==> src/rtl/dispatch_pkg.sv <==
// Shared types and decoder constants for the dispatch router slice.
// Payload layout is MSB-first: {rs1, rs2, rd, alu_op, opcode, func3, func7}.
package dispatch_pkg;

  typedef struct packed {
    logic [4:0] rs1;
    logic [4:0] rs2;
    logic [4:0] rd;
    logic [2:0] alu_op;
    logic [6:0] opcode;
    logic [2:0] func3;
    logic [6:0] func7;
  } uop_t;

  typedef enum logic [1:0] {
    FU_ALU = 2'd0,
    FU_MEM = 2'd1,
    FU_BR  = 2'd2
  } fu_e;

  typedef struct packed {
    fu_e  fu;
    uop_t uop;
  } entry_t;

  localparam int UOP_W = $bits(uop_t);

  localparam logic [2:0] ALUOP_MEM   = 3'b000;
  localparam logic [2:0] ALUOP_BR    = 3'b001;
  localparam logic [2:0] ALUOP_RTYPE = 3'b010;
  localparam logic [2:0] ALUOP_ITYPE = 3'b011;
  localparam logic [2:0] ALUOP_LUI   = 3'b100;
  localparam logic [2:0] ALUOP_JALR  = 3'b110;

  localparam logic [6:0] OP_RTYPE  = 7'b0110011;
  localparam logic [6:0] OP_ITYPE  = 7'b0010011;
  localparam logic [6:0] OP_LOAD   = 7'b0000011;
  localparam logic [6:0] OP_STORE  = 7'b0100011;
  localparam logic [6:0] OP_BRANCH = 7'b1100011;
  localparam logic [6:0] OP_LUI    = 7'b0110111;
  localparam logic [6:0] OP_JAL    = 7'b1101111;
  localparam logic [6:0] OP_JALR   = 7'b1100111;

  // Only meaningful for a legal (one-hot) select; anything else maps to ALU.
  function automatic fu_e fu_encode(input logic alu, input logic mem, input logic br);
    if (mem)     return FU_MEM;
    else if (br) return FU_BR;
    else         return FU_ALU;
  endfunction

endpackage

==> src/rtl/sync_fifo.sv <==
// In-order synchronous FIFO with extra-MSB pointers and a one-edge flush.
// Read data is forced to zero while empty so consumers never see stale entries.
module sync_fifo #(
  parameter int WIDTH = 8,
  parameter int DEPTH = 4
) (
  input  logic             clk,
  input  logic             reset,
  input  logic             flush,
  input  logic             push,
  input  logic [WIDTH-1:0] wdata,
  input  logic             pop,
  output logic [WIDTH-1:0] rdata,
  output logic             full,
  output logic             empty
);

  localparam int AW = $clog2(DEPTH);
  localparam logic [AW:0] PTR_ONE = {{AW{1'b0}}, 1'b1};

  logic [AW:0]      wr_ptr;
  logic [AW:0]      rd_ptr;
  logic [WIDTH-1:0] mem [DEPTH];

  assign empty = (wr_ptr == rd_ptr);
  assign full  = (wr_ptr[AW] != rd_ptr[AW]) && (wr_ptr[AW-1:0] == rd_ptr[AW-1:0]);
  assign rdata = empty ? '0 : mem[rd_ptr[AW-1:0]];

  always_ff @(posedge clk) begin
    if (reset || flush) begin
      wr_ptr <= '0;
      rd_ptr <= '0;
    end else begin
      if (push && !full)  wr_ptr <= wr_ptr + PTR_ONE;
      if (pop  && !empty) rd_ptr <= rd_ptr + PTR_ONE;
    end
  end

  // Storage carries no reset; validity is tracked purely by the pointers.
  always_ff @(posedge clk) begin
    if (push && !full && !reset && !flush) mem[wr_ptr[AW-1:0]] <= wdata;
  end

endmodule

==> src/rtl/dispatch_router.sv <==
// Buffers decoded micro-ops and issues the head entry to exactly one of the
// ALU / memory / branch ports; words without a unique FU are dropped and counted.
module dispatch_router
  import dispatch_pkg::*;
#(
  parameter int DEPTH = 4,
  parameter int CNT_W = 8
) (
  input  logic             clk,
  input  logic             reset,
  input  logic             flush,
  input  logic             in_valid,
  output logic             in_ready,
  input  logic [4:0]       rs1,
  input  logic [4:0]       rs2,
  input  logic [4:0]       rd,
  input  logic [2:0]       alu_op,
  input  logic [6:0]       opcode,
  input  logic [2:0]       func3,
  input  logic [6:0]       func7,
  input  logic             fu_alu,
  input  logic             fu_mem,
  input  logic             fu_br,
  output logic [UOP_W-1:0] out_uop,
  output logic             alu_valid,
  input  logic             alu_ready,
  output logic             mem_valid,
  input  logic             mem_ready,
  output logic             br_valid,
  input  logic             br_ready,
  output logic [CNT_W-1:0] illegal_cnt
);

  localparam logic [CNT_W-1:0] CNT_ONE = {{(CNT_W-1){1'b0}}, 1'b1};

  entry_t wr_entry;
  entry_t head;
  logic   full;
  logic   empty;
  logic   legal;
  logic   accept;
  logic   push;
  logic   pop;

  assign legal    = $onehot({fu_alu, fu_mem, fu_br});
  assign in_ready = !full && !reset;
  assign accept   = in_valid && in_ready;
  assign push     = accept && legal && !flush;

  always_comb begin
    wr_entry            = '0;
    wr_entry.fu         = fu_encode(fu_alu, fu_mem, fu_br);
    wr_entry.uop.rs1    = rs1;
    wr_entry.uop.rs2    = rs2;
    wr_entry.uop.rd     = rd;
    wr_entry.uop.alu_op = alu_op;
    wr_entry.uop.opcode = opcode;
    wr_entry.uop.func3  = func3;
    wr_entry.uop.func7  = func7;
  end

  // Issue decisions depend only on registered FIFO state, never on in_* inputs.
  assign alu_valid = !empty && (head.fu == FU_ALU);
  assign mem_valid = !empty && (head.fu == FU_MEM);
  assign br_valid  = !empty && (head.fu == FU_BR);
  assign out_uop   = head.uop;
  assign pop       = (alu_valid && alu_ready) || (mem_valid && mem_ready) ||
                     (br_valid && br_ready);

  sync_fifo #(
    .WIDTH ($bits(entry_t)),
    .DEPTH (DEPTH)
  ) u_fifo (
    .clk   (clk),
    .reset (reset),
    .flush (flush),
    .push  (push),
    .wdata (wr_entry),
    .pop   (pop),
    .rdata (head),
    .full  (full),
    .empty (empty)
  );

  always_ff @(posedge clk) begin
    if (reset) begin
      illegal_cnt <= '0;
    end else if (!flush && accept && !legal && (illegal_cnt != '1)) begin
      illegal_cnt <= illegal_cnt + CNT_ONE;
    end
  end

endmodule
==> config.mk <==
export PLATFORM = sky130hd
export DESIGN_NAME = dispatch_router
export DESIGN_NICKNAME = d
export VERILOG_FILES = /design/src/rtl/dispatch_pkg.sv /design/src/rtl/sync_fifo.sv /design/src/rtl/dispatch_router.sv
export SDC_FILE = /design/constraint.sdc
export NUM_CORES = 1
export LEC_CHECK = 0
export BUFFER_PORTS_ARGS = -buffer_cell sky130_fd_sc_hd__buf_2
export CAP_MARGIN = 25
export CORE_ASPECT_RATIO = 2
export CORE_MARGIN = 1
export CORE_UTILIZATION = 60
export DETAILED_ROUTE_END_ITERATION = 16
export PLACE_DENSITY_LB_ADDON = 0.05
export SETUP_SLACK_MARGIN = 0.3
export SYNTH_ARGS = -nofsm -noshare
export SYNTH_HDL_FRONTEND = slang
export SYNTH_HIERARCHICAL = 1
export SYNTH_SLANG_ARGS = --single-unit
==> constraint.sdc <==
create_clock -name clk -period 10.52 [get_ports clk]
set_input_delay 2.104 -clock clk [delete_from_list [all_inputs] [get_ports clk]]
set_output_delay 2.104 -clock clk [all_outputs]
set_load 0.02 [all_outputs]
Word level (Yosys, flattened, before mapping)
Memory sizes are Yosys's and may differ from the RTL's. A register that Yosys moved wholly into a read port is not among the register bits.
Index checks and enable logic that the tools add are counted.
{ "word_totals": {"reg_bits": 14, "mem_bits_rw": 148, "input_bits": 45, "memories": 1} }
{ "mem_list": {"columns": ["name", "words", "word_bits", "rd", "rd_clocked_by_memory_dff", "wr", "line_no", "source"], "rows": [
  ["u_fifo.mem", 4, 37, 1, 1, 1, "sync_fifo.sv:23", "logic [WIDTH-1:0] mem [DEPTH];"]
]} }
{ "classes": {"n_addsub": 5, "n_eq_ne": 7, "n_mux": 7, "n_reduce_logical": 27} }
{ "op_table": {"columns": ["op", "n"], "rows": [
  ["2-to-1 mux 37 bit", 1],
  ["logical AND 1 bit", 18],
  ["adder 8 x 1 -> 8 bit (second input constant)", 1],
  ["2-to-1 mux 2 bit", 4],
  ["inequality test 8 bit (second input constant)", 1],
  ["adder 3 x 1 -> 3 bit (second input constant)", 2],
  ["zero test 1 bit", 5],
  ["equality test 2 x 1 -> 1 bit (second input constant)", 2],
  ["equality test 3 bit", 1],
  ["logical OR 1 bit", 3],
  ["adder 1 x 1 -> 2 bit", 1],
  ["adder 2 x 1 -> 2 bit", 1],
  ["equality test 2 bit", 1],
  ["equality test 2 bit (second input constant)", 1],
  ["zero test 2 bit", 1],
  ["2-to-1 mux 1 bit", 2],
  ["inequality test 1 bit", 1]
]} }

Depth between registers and ports, before layout
Gate-level depths: netlist of run 1.
{ "depth": {"depth_word": 12, "depth_mapped": 12, "depth_no_buf": 10} }

Hierarchy
Netlist of run 1, hierarchy kept.
{ "modules_own_cells": {"columns": ["mod", "n_inst", "cells_each", "area_each_um2"], "rows": [
  ["sync_fifo", 1, 303, 6378.6],
  ["dispatch_router", 1, 58, 516.7]
]} }

Worst setup path after synthesis of run 1
No wires, ideal clock.
{ "synth_path": {"path_type": "input port to flip-flop", "start": "input reset", "end": "memory u_fifo/mem[3][0] (netlist name), enable pin", "setup_ns": 0.477, "t_arrival_ns": 5.785, "required_time_ns": 10.043, "setup_slack_ns": 4.257, "cell_stages": 4, "cell_sequence": "or4b_2 nor2_1 nand2_1 nor3_1"} }
{ "synth_via": {"elab_chain_len": 10} }
{ "synth_rtl": {"columns": ["element", "line_no", "source"], "rows": [
  ["start, declared", "dispatch_router.sv:10", "input logic reset,"],
  ["zero test 1 bit", "dispatch_router.sv:46", "assign in_ready = !full && !reset;"],
  ["logical AND 1 bit", "dispatch_router.sv:46", null],
  ["logical AND 1 bit", "dispatch_router.sv:47", "assign accept = in_valid && in_ready;"],
  ["logical AND 1 bit (2 in series)", "dispatch_router.sv:48", "assign push = accept && legal && !flush;"],
  ["net push", "dispatch_router.sv:42", "logic push;"],
  ["logical AND 1 bit (3 in series)", "sync_fifo.sv:41", "if (push && !full && !reset && !flush) mem[wr_ptr[AW-1:0]] <= wdata;"],
  ["2-to-1 mux 1 bit", "sync_fifo.sv:41", null],
  ["2-to-1 mux 1 bit (implied by the code)", "sync_fifo.sv:41", null],
  ["end, declared", "sync_fifo.sv:23", null]
]} }
The timed path passes the listed nets, and every way through them passes these cells.

Worst setup path in the final report of run 1
{ "layout_path": {"start": "input reset", "end": "output in_ready"} }
{ "layout_via": {"elab_chain_len": 2} }
{ "layout_rtl": {"columns": ["element", "line_no", "source"], "rows": [
  ["zero test 1 bit", "dispatch_router.sv:46", null],
  ["logical AND 1 bit", "dispatch_router.sv:46", null],
  ["end, declared", "dispatch_router.sv:13", "output logic in_ready,"]
]} }
Every way passes these cells.

==> results of run 1 <==
## Yosys cell counts, types with 2 or more instances
cell / instances
edfxtp_1: 148
mux4_2: 37
nor2b_4: 20
nor2b_1: 19
dfxtp_1: 16
a21oi_1: 7
a31oi_1: 7
nand3_1: 7
nor2_1: 7
and3_1: 6
buf_6: 6
ha_1: 6
nand2_1: 6
inv_1: 5
nand4_1: 5
nor3_1: 5
o21ai_0: 5
nor4b_1: 4
buf_2: 3
nand2b_1: 3
nor3b_1: 3
xnor2_1: 3
a211o_1: 2
buf_12: 2
buf_4: 2
clkbuf_1: 2
mux2i_1: 2
nor4_1: 2
o211ai_1: 2
o31ai_1: 2
or3_2: 2
or4_1: 2
xor2_1: 2
xor2_2: 2
## metal layers
metal / global-route usage (%) / wire length (um) / vias to the layer above
li1: - / - / 1650
met2: 40.0 / 6710 / 107
met1: 23.5 / 4380 / 1837
met3: 4.87 / 492 / 19
met4: 10.8 / 314 / 0
met5: 0 / 0 / -
## through the flow
stage | setup slack, ns | cells | total power [mW]
floorplan | 4.26 | 361 | 0.736
global placement | 5.60 | 583 | 0.752
detailed placement | 5.49 | 583 | 0.754
CTS | 5.76 | 615 | 1.32
global route | 5.73 | 617 | 1.34
finish | 5.76 | 617 | 1.31
## worst max path at each step
stage | start | endpoint | slack (ns)
3_3_place_gp | reset | u_fifo/mem[3][8] | 5.60
5_1_grt | reset | in_ready | 5.73
6_report | reset | in_ready | 5.76
3_5_place_dp | reset | u_fifo/mem[3][8] | 5.49
4_1_cts | reset | in_ready | 5.76
2_1_floorplan | reset | u_fifo/mem[3][0] | 4.26
## area by class of cell
cell class,count,area (um^2)
timing repair buffer,95,485
tap,142,178
antenna,2,5.00
fill,713,3220
multi-input combinational,177,1980
clock buffer,18,439
inverter,5,18.8
clock inverter,14,119
sequential,164,4770
## power groups by stage
stage	registers [mW]	clock network (mW)	logic (mW)
finish	0.711	0.568	0.0287
global route	0.710	0.602	0.0316
CTS	0.710	0.579	0.0291
detailed placement	0.725	0	0.0289
global placement	0.725	0	0.0275
floorplan	0.725	0	0.0113
## cells by family after synthesis
kind of cell,after synthesis
flops,164
xor+xnor,7
simple gates,97
compound gates,27
mux,39
buf+inv,20
fa+ha+maj,7
## tightest hold or removal path: cells and delay by family, from the launching register on
kind            cells  cell delay, ns
compound gates      2            0.13
flops               1            0.34
## state kept, by name, indices dropped and copies added, names as in the netlist, named ones only
signal	count
illegal_cnt	8
u_fifo/wr_ptr	3
u_fifo/mem	148
u_fifo/rd_ptr	3
==> metrics.md, run 1 <==
| Metric | Value |
|---|---|
| Synthesized flop and latch total | `164` |
| Hold Path Class | `flip-flop to flip-flop` |
| Placer Congestion | `approximately 0.8` |
| Internal power | `1.04 mW` |
| Tcrit/Tclk final | `45.3%` |
| Vias per cell | `5.86` |
| CP peak stage delay | `around 0.29 ns` |
| Worst path cell trace | `buf_2 -> nor2_1 -> buf_2` |
| Global-route wire length before repair | `19.0 mm` |
| 1st-iter DRT viols | `168` |
| Final max-slew violation count | `0` |
| Syn Area/Cell | `19.1 um^2` |
| Hold Buf Count CTS | `0` |
| Largest net degree at the start of global routing | `38` |
| Commonest non-fill, non-tap cell in the layout | `edfxtp_1` |
| Worst VDD drop | `between 0.0001 and 0.00015 V` |
| Die Y | `approximately 150 um` |
| Top Ports | `92` |
| DP Area | `7430 um^2` |
| RSZ-0062 raised after global routing | `no` |
| Flop pwr share | `54.4%` |
| DP HPWL | `7.38 mm` |
| Routed via count | `3,613` |
| Yosys top cell by area | `edfxtp_1` |
| Clk buf depth | `2` |
| Syn-to-layout area delta | `15.9%` |
| Setup crit start kind | `input pin` |
| Worst-Margin Slew | `1.02 ns` |
| Synth cell types | `43` |
| WHS Endpoint | `illegal_cnt[5]` |
| RR Startpoint | `u_fifo/wr_ptr[1]` |
| Global route overflow | `0` |
| Mux contribution to synthesized area | `12.4%` |
| EDFF count, synth | `148` |
| Sequential share of the synthesized area | `69.1%` |
| Die area | `12,000 um^2` |
| Final wirelength | `11.9 mm` |
| Number of max-cap violations | `0` |
| Crit end category | `output pin` |
| Setup violators final | `0` |
| Cells resized by post-CTS repair | `0` |
| Synth Instances | `between 300 and 400` |
| WP depth | `3` |
| Nets | `512` |
| CP max-delay cell | `buf_2` |
| Hold_sp | `illegal_cnt[5]` |
| CTS root buffer | `clkbuf_16` |
| Layout cell share with drive strength beyond 1 | `42.5%` |
| F_max | `210 MHz` |
| Main synth FF type | `edfxtp_1` |
| Post-Synth XOR/XNOR Area | `approximately 1.1%` |
| Setup CP Type | `input pin to output pin` |
| Crit path time final | `4.76 ns` |
| Final setup TNS | `0 ns` |
| Hold depth | `2` |
| Sw frac | `20.7%` |
| Clock latency on the worst-skew pair | `0.42 ns` |
| Detailed Routing Iterations Pass 1 | `6` |
| # port buffers | `91` |
| Pwr Density | `164 nW/um^2` |
| Crit path buf inv count | `2` |
| Post-synth net total | `413` |
| Vias in the first global route | `3,828` |
| CTS buffer count | `17` |
| Post-synth top area share | `64.5%` |
| CTS tree | `built` |
| Final ANT Viol Nets | `0` |
| Post-DR wirelength/cell | `between 15 and 20 um` |
| Worst Skew | `0.00978 ns` |
| Main combinational cell family by area after synthesis | `multiplexers` |
| Initial antenna violation count | `2` |
| Crit Path Max Fanout | `18` |
| Combinational group share of total power | `2.2%` |
| Area contributors post-synth | `edfxtp_1, mux4_2, dfxtp_1, nor2b_4, nor2b_1` |
| Post-Synthesis Cell Area | `6900 um^2` |
| Core ar. | `11,200 um^2` |
| Worst r2r dst | `u_fifo/mem[3][17]` |
| Clock share of power | `43.4%` |
| Cell family with most CP delay | `buffers and inverters` |
| Status | `finished clean` |
| Post-layout util | `71.3%` |
| Yosys warns | `6` |
| Drt drc | `0` |
| R2r setup slk | `6.63 ns` |
| Slew HR | `between 30% and 40%` |
| Crit path DAT | `2.66 ns` |
| Worst Reg-to-Reg Cells | `7` |
| Hold_ws | `0.515 ns` |
| Die width | `around 78 um` |
| Core Rows | `55` |
| Sw Pwr | `0.270 mW` |
| All-Layer GR Usage | `22.0%` |
| Simple-Gate Fraction of Synth Area | `11.0%` |
| Design Area, Final | `7990 um^2` |
| Starting density of the core | `slightly above 60%` |
| Area share of fa/ha/maj cells after synthesis | `1.38%` |
| H-tree depth reported by CTS | `4` |
| Post-synthesis compound-gate area fraction | `about 2.7%` |
| FFs w/ async S/R, synth | `0%` |
| CTS Sinks | `164` |
| Final Hold Viols | `0` |
| CTS clk-pin slew, worst paths | `roughly 0.07 ns` |
| Most frequent cells in the layout | `edfxtp_1, buf_2, mux4_2` |
| Setup bufs post-CTS | `0` |
| CP required | `8.42 ns` |
| CP most frequent cell | `buf_2` |
| Static Leak | `2.78 nW` |
Power figures use the tool's default switching activity.
==> run 2: changes to the inputs <==
- ABC_AREA: unset -> 1
- CORE_UTILIZATION: 60 -> 58
- clock period: 10.52 -> 4.5 ns (I/O delays scaled with it)
==> metrics.md, run 2 <==
| Metric | Value |
|---|---|
| Sequential share of the synthesized area | `67.5% (was 69.1%)` |
| Synth top cells by count | `edfxtp_1, nor2_1, nand2_1 (was edfxtp_1, mux4_2, nor2b_4)` |
| Global route overflow | `0 (unchanged)` |
| RR Startpoint | `u_fifo/wr_ptr[0] (was u_fifo/wr_ptr[1])` |
| Total power | `3.15 mW (was 1.31 mW)` |
| 1st-iter DRT viols | `264 (was 168)` |
| Post-layout util | `69.7% (was 71.3%)` |
| Initial antenna violation count | `0 (was 2)` |
| Main synth FF type | `edfxtp_1 (unchanged)` |
| RSZ-0062 raised after global routing | `no (unchanged)` |
| CP required | `3.60 ns (was 8.42 ns)` |
| CTS clk-pin slew, worst paths | `0.06 ns (was 0.07 ns)` |
| Core Rows | `56 (was 55)` |
| Worst-Margin Slew | `0.787 ns (was 1.02 ns)` |
| Number of max-cap violations | `0 (unchanged)` |
| Sw frac | `19.9% (was 20.7%)` |
| N_diodes | `0 (was 2)` |
| Flop pwr share | `53.0% (was 54.4%)` |
| Worst Skew | `0.0118 ns (was 0.00978 ns)` |
| Worst VDD drop | `0.000345 V (was 0.000131 V)` |
| Crit path DAT | `2.70 ns (was 2.66 ns)` |
| Nets | `788 (was 512)` |
| Crit end category | `output pin (unchanged)` |
| Yosys top cell by area | `edfxtp_1 (unchanged)` |
| Synthesized flop and latch total | `164 (unchanged)` |
| Area contributors post-synth | `edfxtp_1, nor2_1, o21ai_0, dfxtp_1, nand2_1 (was edfxtp_1, mux4_2, dfxtp_1, nor2b_4, nor2b_1)` |
| Pwr Density | `383 nW/um^2 (was 164 nW/um^2)` |
| Crit path time final | `between 3 and 4 ns` |
| CTS buffer count | `17 (unchanged)` |
| # port buffers | `91 (unchanged)` |
| Hold_ws | `0.541 ns (was 0.515 ns)` |
| Global-route wire length before repair | `21.6 mm (was 19.0 mm)` |
| CTS Sinks | `164 (unchanged)` |
| Area occupied by multi-input gates | `1850 um^2 (was 1980 um^2)` |
| DP HPWL | `8.93 mm (was 7.38 mm)` |
| Routing usage on met3 | `6.34% (was 4.87%)` |
| Final ANT Viol Nets | `0 (unchanged)` |
| Syn-to-layout area delta | `16.4% (was 15.9%)` |
| Crit Path Max Fanout | `48 (was 18)` |
| Sw Pwr | `0.628 mW (was 0.270 mW)` |
| Setup ws final | `0.898 ns (was 5.76 ns)` |
| Setup violators final | `0 (unchanged)` |
| Synth cell types | `31 (was 43)` |
| Hold_sp | `u_fifo/rd_ptr[2] (was illegal_cnt[5])` |
| Layout cell share with drive strength beyond 1 | `20.8% (was 42.5%)` |
| CTS root buffer | `clkbuf_16 (unchanged)` |
| Pre-CTS WS | `0.923 ns (was 5.49 ns)` |
| WHS Endpoint | `u_fifo/rd_ptr[2] (was illegal_cnt[5])` |
| CP peak stage delay | `0.77 ns (was 0.29 ns)` |
| Final wirelength | `13.7 mm (was 11.9 mm)` |
| Synth Instances | `647 (was 361)` |
| Core ar. | `11,800 um^2 (was 11,200 um^2)` |
| Final Hold Viols | `0 (unchanged)` |
| Post-synth top area share | `63.0% (was 64.5%)` |
| Tcrit/Tclk final | `80.0%` |
| Slew HR | `47.5% (was 31.7%)` |
| Grt met2 use | `44.9% (was 40.0%)` |
| Hold Path Class | `flip-flop to flip-flop (unchanged)` |
| Commonest non-fill, non-tap cell in the layout | `edfxtp_1 (unchanged)` |
| Final setup TNS | `0 ns (unchanged)` |
| F_max | `278 MHz` |
| Setup bufs post-CTS | `0 (unchanged)` |
| Vias in the first global route | `4,744 (was 3,828)` |
| CTS tree | `built (unchanged)` |
| Static Leak | `3.40 nW (was 2.78 nW)` |
| Worst path cell trace | `inv_2 -> o21ai_0 -> o21ai_0 -> nand2_1 -> inv_1 -> inv_1 -> nand2_1 -> nor2_1 -> buf_2 (was buf_2 -> nor2_1 -> buf_2)` |
| Clock share of power | `44.0% (was 43.4%)` |
| Syn Area/Cell | `10.9 um^2 (was 19.1 um^2)` |
| Drt drc | `0 (unchanged)` |
| Routed via count | `4,763 (was 3,613)` |
| FFs w/ async S/R, synth | `0% (unchanged)` |
| Vias per cell | `5.33 (was 5.86)` |
| Internal power | `2.52 mW (was 1.04 mW)` |
| Met1 track demand over resource | `22.1% (was 23.5%)` |
| Most frequent cells in the layout | `edfxtp_1, nor2_1, buf_2 (was edfxtp_1, buf_2, mux4_2)` |
| Largest register FFs | `148 (unchanged)` |
| Post-synth net total | `699 (was 413)` |
| Setup crit start kind | `flip-flop (was input pin)` |
| Setup CP Type | `flip-flop to output pin (was input pin to output pin)` |
| Cell family with most CP delay | `buffers and inverters (unchanged)` |
| Combinational group share of total power | `3.0% (was 2.2%)` |
| Starting density of the core | `59.9% (was 61.5%)` |
| Most Used Layer, Global Route | `met2 (unchanged)` |
| Top-count cell post-synth | `edfxtp_1 (unchanged)` |
| Status | `finished clean (unchanged)` |
| Yosys warns | `6 (unchanged)` |
| Worst r2r dst | `u_fifo/mem[2][25] (was u_fifo/mem[3][17])` |
| Largest net degree at the start of global routing | `49 (was 38)` |
| Post-DR wirelength/cell | `15.3 um (was 19.3 um)` |
| Die area | `12,600 um^2 (was 12,000 um^2)` |
| Top Ports | `92 (unchanged)` |
| Post-Synthesis Cell Area | `7050 um^2 (was 6900 um^2)` |
| R2r setup slk | `1.42 ns (was 6.63 ns)` |
| Filler cell count | `875 (was 713)` |
| Die Y | `158 um (was 154 um)` |
| All-Layer GR Usage | `23.5% (was 22.0%)` |
| Crit path buf inv count | `4 (was 2)` |
| Placer Congestion | `0.765 (was 0.793)` |
| Cells resized by post-CTS repair | `0 (unchanged)` |
| Worst Reg-to-Reg Cells | `11 (was 7)` |
| EDFF count, synth | `148 (unchanged)` |
| Die width | `80.0 um (was 77.8 um)` |
| Hold Buf Count CTS | `0 (unchanged)` |
| Detailed Routing Iterations Pass 1 | `4 (was 6)` |
| H-tree depth reported by CTS | `4 (unchanged)` |
| Clock latency on the worst-skew pair | `0.42 ns (about the same)` |
| Register area | `4770 um^2 (unchanged)` |
| Final max-slew violation count | `0 (unchanged)` |
| CP max-delay cell | `dfxtp_2 (was buf_2)` |
| Hold depth | `2 (unchanged)` |
| Clk buf depth | `2 (unchanged)` |
==> run 2: power by group through the flow <==
stage,Clock (mW),Combinational (mW),Sequential [mW]
4_1_cts,1.41,0.0954,1.67
5_1_grt,1.46,0.104,1.67
6_report,1.38,0.0936,1.67
2_1_floorplan,0,0.0406,1.70
3_5_place_dp,0,0.0949,1.70
3_3_place_gp,0,0.0913,1.70
==> run 2: worst register-to-register path, cell delays in order (launching register included) <==
cell	delay, ns
dfxtp_1	0.44
inv_2	0.08
nand2_1	0.07
nand2_1	0.11
nand3_2	0.18
inv_1	0.10
nor2_4	0.13
nand2_4	0.09
nor2_1	0.31
nand3_1	0.39
nor2_4	0.63
buf_12	0.26
==> run 2: how the worst max path moves through the flow <==
stage              start                 to  depth (start not counted)
4_1_cts        flip-flop          alu_valid                          7
3_3_place_gp      fu_mem   u_fifo/mem[2][3]                          7
2_1_floorplan     fu_alu   u_fifo/mem[0][0]                          5
6_report       flip-flop          mem_valid                          9
3_5_place_dp      fu_mem  u_fifo/mem[2][10]                          7
5_1_grt        flip-flop          alu_valid                          7
==> run 2: area by class of cell <==
class                      instances  area share, %
multi-input combinational        387           22.6
tap                              145           2.21
clock buffer                      18           5.23
timing repair buffer              98           6.80
sequential                       164           58.1
inverter                          68           3.29
clock inverter                    14           1.83
==> run 2: logic make-up after synthesis <==
| kind of cell | Yosys count | synth area share [%] |
|---|---|---|
| xor+xnor | 2 | 0.248 |
| fa+ha+maj | 7 | 1.35 |
| flops | 164 | 67.5 |
| simple gates | 254 | 15.3 |
| buf+inv | 96 | 6.62 |
| compound gates | 124 | 8.90 |
==> run 2: per-stage QoR <==
| step | instance area (um^2) | instances |
|---|---|---|
| global route | 8210 | 894 |
| detailed placement | 7630 | 862 |
| CTS | 8210 | 894 |
| finish | 8210 | 894 |
| floorplan | 7050 | 647 |
| global placement | 7630 | 862 |
==> run 2: per-layer routing <==
metal	wire length (um)	part of all wire [%]
met4	254	1.9
met5	0	0
met1	4740	35
met2	8040	59
met3	635	4.6
==> run 3: changes to the inputs <==
- clock period: 4.5 -> 3.7 ns (I/O delays scaled with it)
==> metrics.md, run 3 (synthesis results as in run 2) <==
| Metric | Value |
|---|---|
| Routed via count | `4,775 (was 4,763)` |
| Global-route wire length before repair | `21.6 mm (about the same)` |
| CTS tree | `built (unchanged)` |
| Most frequent cells in the layout | `edfxtp_1, nor2_1, buf_2 (unchanged)` |
| CTS buffer count | `17 (unchanged)` |
| Drt drc | `0 (unchanged)` |
| Top Ports | `92 (unchanged)` |
| RR Startpoint | `u_fifo/wr_ptr[0] (unchanged)` |
| N_diodes | `0 (unchanged)` |
| Hold_sp | `rs1[2] (was u_fifo/rd_ptr[2])` |
| Final ANT Viol Nets | `0 (unchanged)` |
| F_max | `312 MHz` |
| Static Leak | `3.43 nW (was 3.40 nW)` |
| Die Y | `158 um (unchanged)` |
| Crit path buf inv count | `4 (unchanged)` |
| Die area | `12,600 um^2 (unchanged)` |
| Filler cell count | `876 (was 875)` |
| Initial antenna violation count | `0 (unchanged)` |
| Setup crit start kind | `flip-flop (unchanged)` |
| Crit end category | `output pin (unchanged)` |
| Crit path DAT | `2.47 ns (was 2.70 ns)` |
| Setup CP Type | `flip-flop to output pin (unchanged)` |
| Layout cell share with drive strength beyond 1 | `20.9% (was 20.8%)` |
| CP peak stage delay | `0.56 ns (was 0.77 ns)` |
| Nets | `791 (was 788)` |
| Number of max-cap violations | `0 (unchanged)` |
| RSZ-0062 raised after global routing | `no (unchanged)` |
| Worst-Margin Slew | `0.744 ns (was 0.787 ns)` |
| Placer Congestion | `0.767 (was 0.765)` |
| Clock latency on the worst-skew pair | `0.41 ns (was 0.42 ns)` |
| Crit path time final | `3.21 ns` |
| Vias per cell | `5.32 (was 5.33)` |
| Hold Buf Count CTS | `0 (unchanged)` |
| Worst Reg-to-Reg Cells | `11 (unchanged)` |
| DP HPWL | `8.84 mm (was 8.93 mm)` |
| Status | `finished clean (unchanged)` |
| CP required | `2.96 ns (was 3.60 ns)` |
| Pwr Density | `476 nW/um^2 (was 383 nW/um^2)` |
| Hold Path Class | `input pin to flip-flop (was flip-flop to flip-flop)` |
| Worst VDD drop | `0.000353 V (was 0.000345 V)` |
| 1st-iter DRT viols | `338 (was 264)` |
| H-tree depth reported by CTS | `4 (unchanged)` |
| Crit Path Max Fanout | `74 (was 48)` |
| Hold depth | `1 (was 2)` |
| Hold_ws | `0.538 ns (was 0.541 ns)` |
| Setup bufs post-CTS | `0 (unchanged)` |
| Detailed Routing Iterations Pass 1 | `4 (unchanged)` |
| Largest register FFs | `148 (unchanged)` |
| Post-layout util | `70.1% (was 69.7%)` |
| Syn-to-layout area delta | `17.0% (was 16.4%)` |
| Cell family with most CP delay | `buffers and inverters (unchanged)` |
| R2r setup slk | `0.79 ns (was 1.42 ns)` |
| Register area | `4770 um^2 (unchanged)` |
| Starting density of the core | `59.9% (unchanged)` |
| Post-DR wirelength/cell | `15.4 um (was 15.3 um)` |
| CP max-delay cell | `buf_4 (was dfxtp_2)` |
| Largest net degree at the start of global routing | `75 (was 49)` |
| WHS Endpoint | `u_fifo/mem[1][32] (was u_fifo/rd_ptr[2])` |
| CTS Sinks | `164 (unchanged)` |
| Core ar. | `11,800 um^2 (unchanged)` |
| Worst r2r dst | `u_fifo/mem[2][16] (was u_fifo/mem[2][25])` |
| Worst Skew | `0.00841 ns (was 0.0118 ns)` |
| Commonest non-fill, non-tap cell in the layout | `edfxtp_1 (unchanged)` |
| Final Hold Viols | `0 (unchanged)` |
| # port buffers | `91 (unchanged)` |
| Clk buf depth | `2 (unchanged)` |
| All-Layer GR Usage | `23.4% (was 23.5%)` |
| CTS root buffer | `clkbuf_16 (unchanged)` |
| Worst path cell trace | `buf_4 -> nor2_1 -> nor2_1 -> o21ai_0 -> o21ai_0 -> nand2_1 -> inv_1 -> inv_1 -> nor3_1 -> buf_2 (was inv_2 -> o21ai_0 -> o21ai_0 -> nand2_1 -> inv_1 -> inv_1 -> nand2_1 -> nor2_1 -> buf_2)` |
| Vias in the first global route | `4,670 (was 4,744)` |
| Cells resized by post-CTS repair | `0 (unchanged)` |
| Die width | `80.0 um (unchanged)` |
| Final wirelength | `13.8 mm (was 13.7 mm)` |
| Tcrit/Tclk final | `86.7%` |
| Core Rows | `56 (unchanged)` |
| Slew HR | `50.4% (was 47.5%)` |
| CTS clk-pin slew, worst paths | `0.06 ns (about the same)` |
| Global route overflow | `0 (unchanged)` |
| Area occupied by multi-input gates | `1850 um^2 (unchanged)` |
| Final max-slew violation count | `0 (unchanged)` |
| Setup violators final | `0 (unchanged)` |
-- run 3: how the worst max path moves through the flow --
| stage | slack [ns] | cells past startpoint | start | to |
|---|---|---|---|---|
| after detailed placement | 0.50 | 7 | fu_mem | u_fifo/mem[2][19] |
| final | 0.49 | 10 | flip-flop | br_valid |
| after floorplan | -0.1 | 5 | fu_alu | u_fifo/mem[0][0] |
| after global placement | 0.55 | 7 | fu_alu | u_fifo/mem[2][19] |
| after CTS | 0.54 | 10 | flip-flop | br_valid |
| after global routing | 0.37 | 10 | flip-flop | br_valid |
-- run 3: worst register-to-register path, cell delays in order, from the launching register on --
cell and delay, ns:
dfxtp_1 0.46, inv_2 0.08, nand2_1 0.07, nand2_1 0.10, nand3_2 0.16, inv_1 0.09, nor2_4 0.13, nand2_4 0.09
nor2_1 0.31, nand3_1 0.39, nor2_4 0.43, buf_12 0.26
-- run 3: report_power, final --
| part | switching, mW | internal (mW) | total, mW |
|---|---|---|---|
| registers | 0.00687 | 2.02 | 2.03 |
| clock network | 0.661 | 1.13 | 1.79 |
| logic | 0.0723 | 0.0410 | 0.113 |
| total | 0.741 | 3.19 | 3.93 |
-- run 3: routing by layer --
layer	up-vias	routed length [um]	track usage, %
met5	-	0	0
met4	0	384	11.3
met3	28	580	5.24
met2	138	7810	44.0
met1	2259	5050	23.8
li1	2350	-	-
-- run 3: layout make-up --
cell class,instances,area share [%]
Clock buffer,19,5.24
Clock inverter,13,2.23
Inverter,68,3.27
Tap cell,145,2.20
Multi-Input combinational cell,387,22.4
Sequential cell,164,57.7
Timing Repair Buffer,101,6.88
-- run 3: metrics by stage --
stage	cell area, um^2	total power [mW]	setup WS [ns]	cells	TNS (ns)
floorplan	7050	2.12	-0.0975	647	-14.44
global placement	7640	2.18	0.547	865	0
detailed placement	7640	2.18	0.500	865	0
CTS	8260	3.95	0.539	897	0
global route	8260	4.03	0.369	897	0
finish	8260	3.93	0.492	897	0
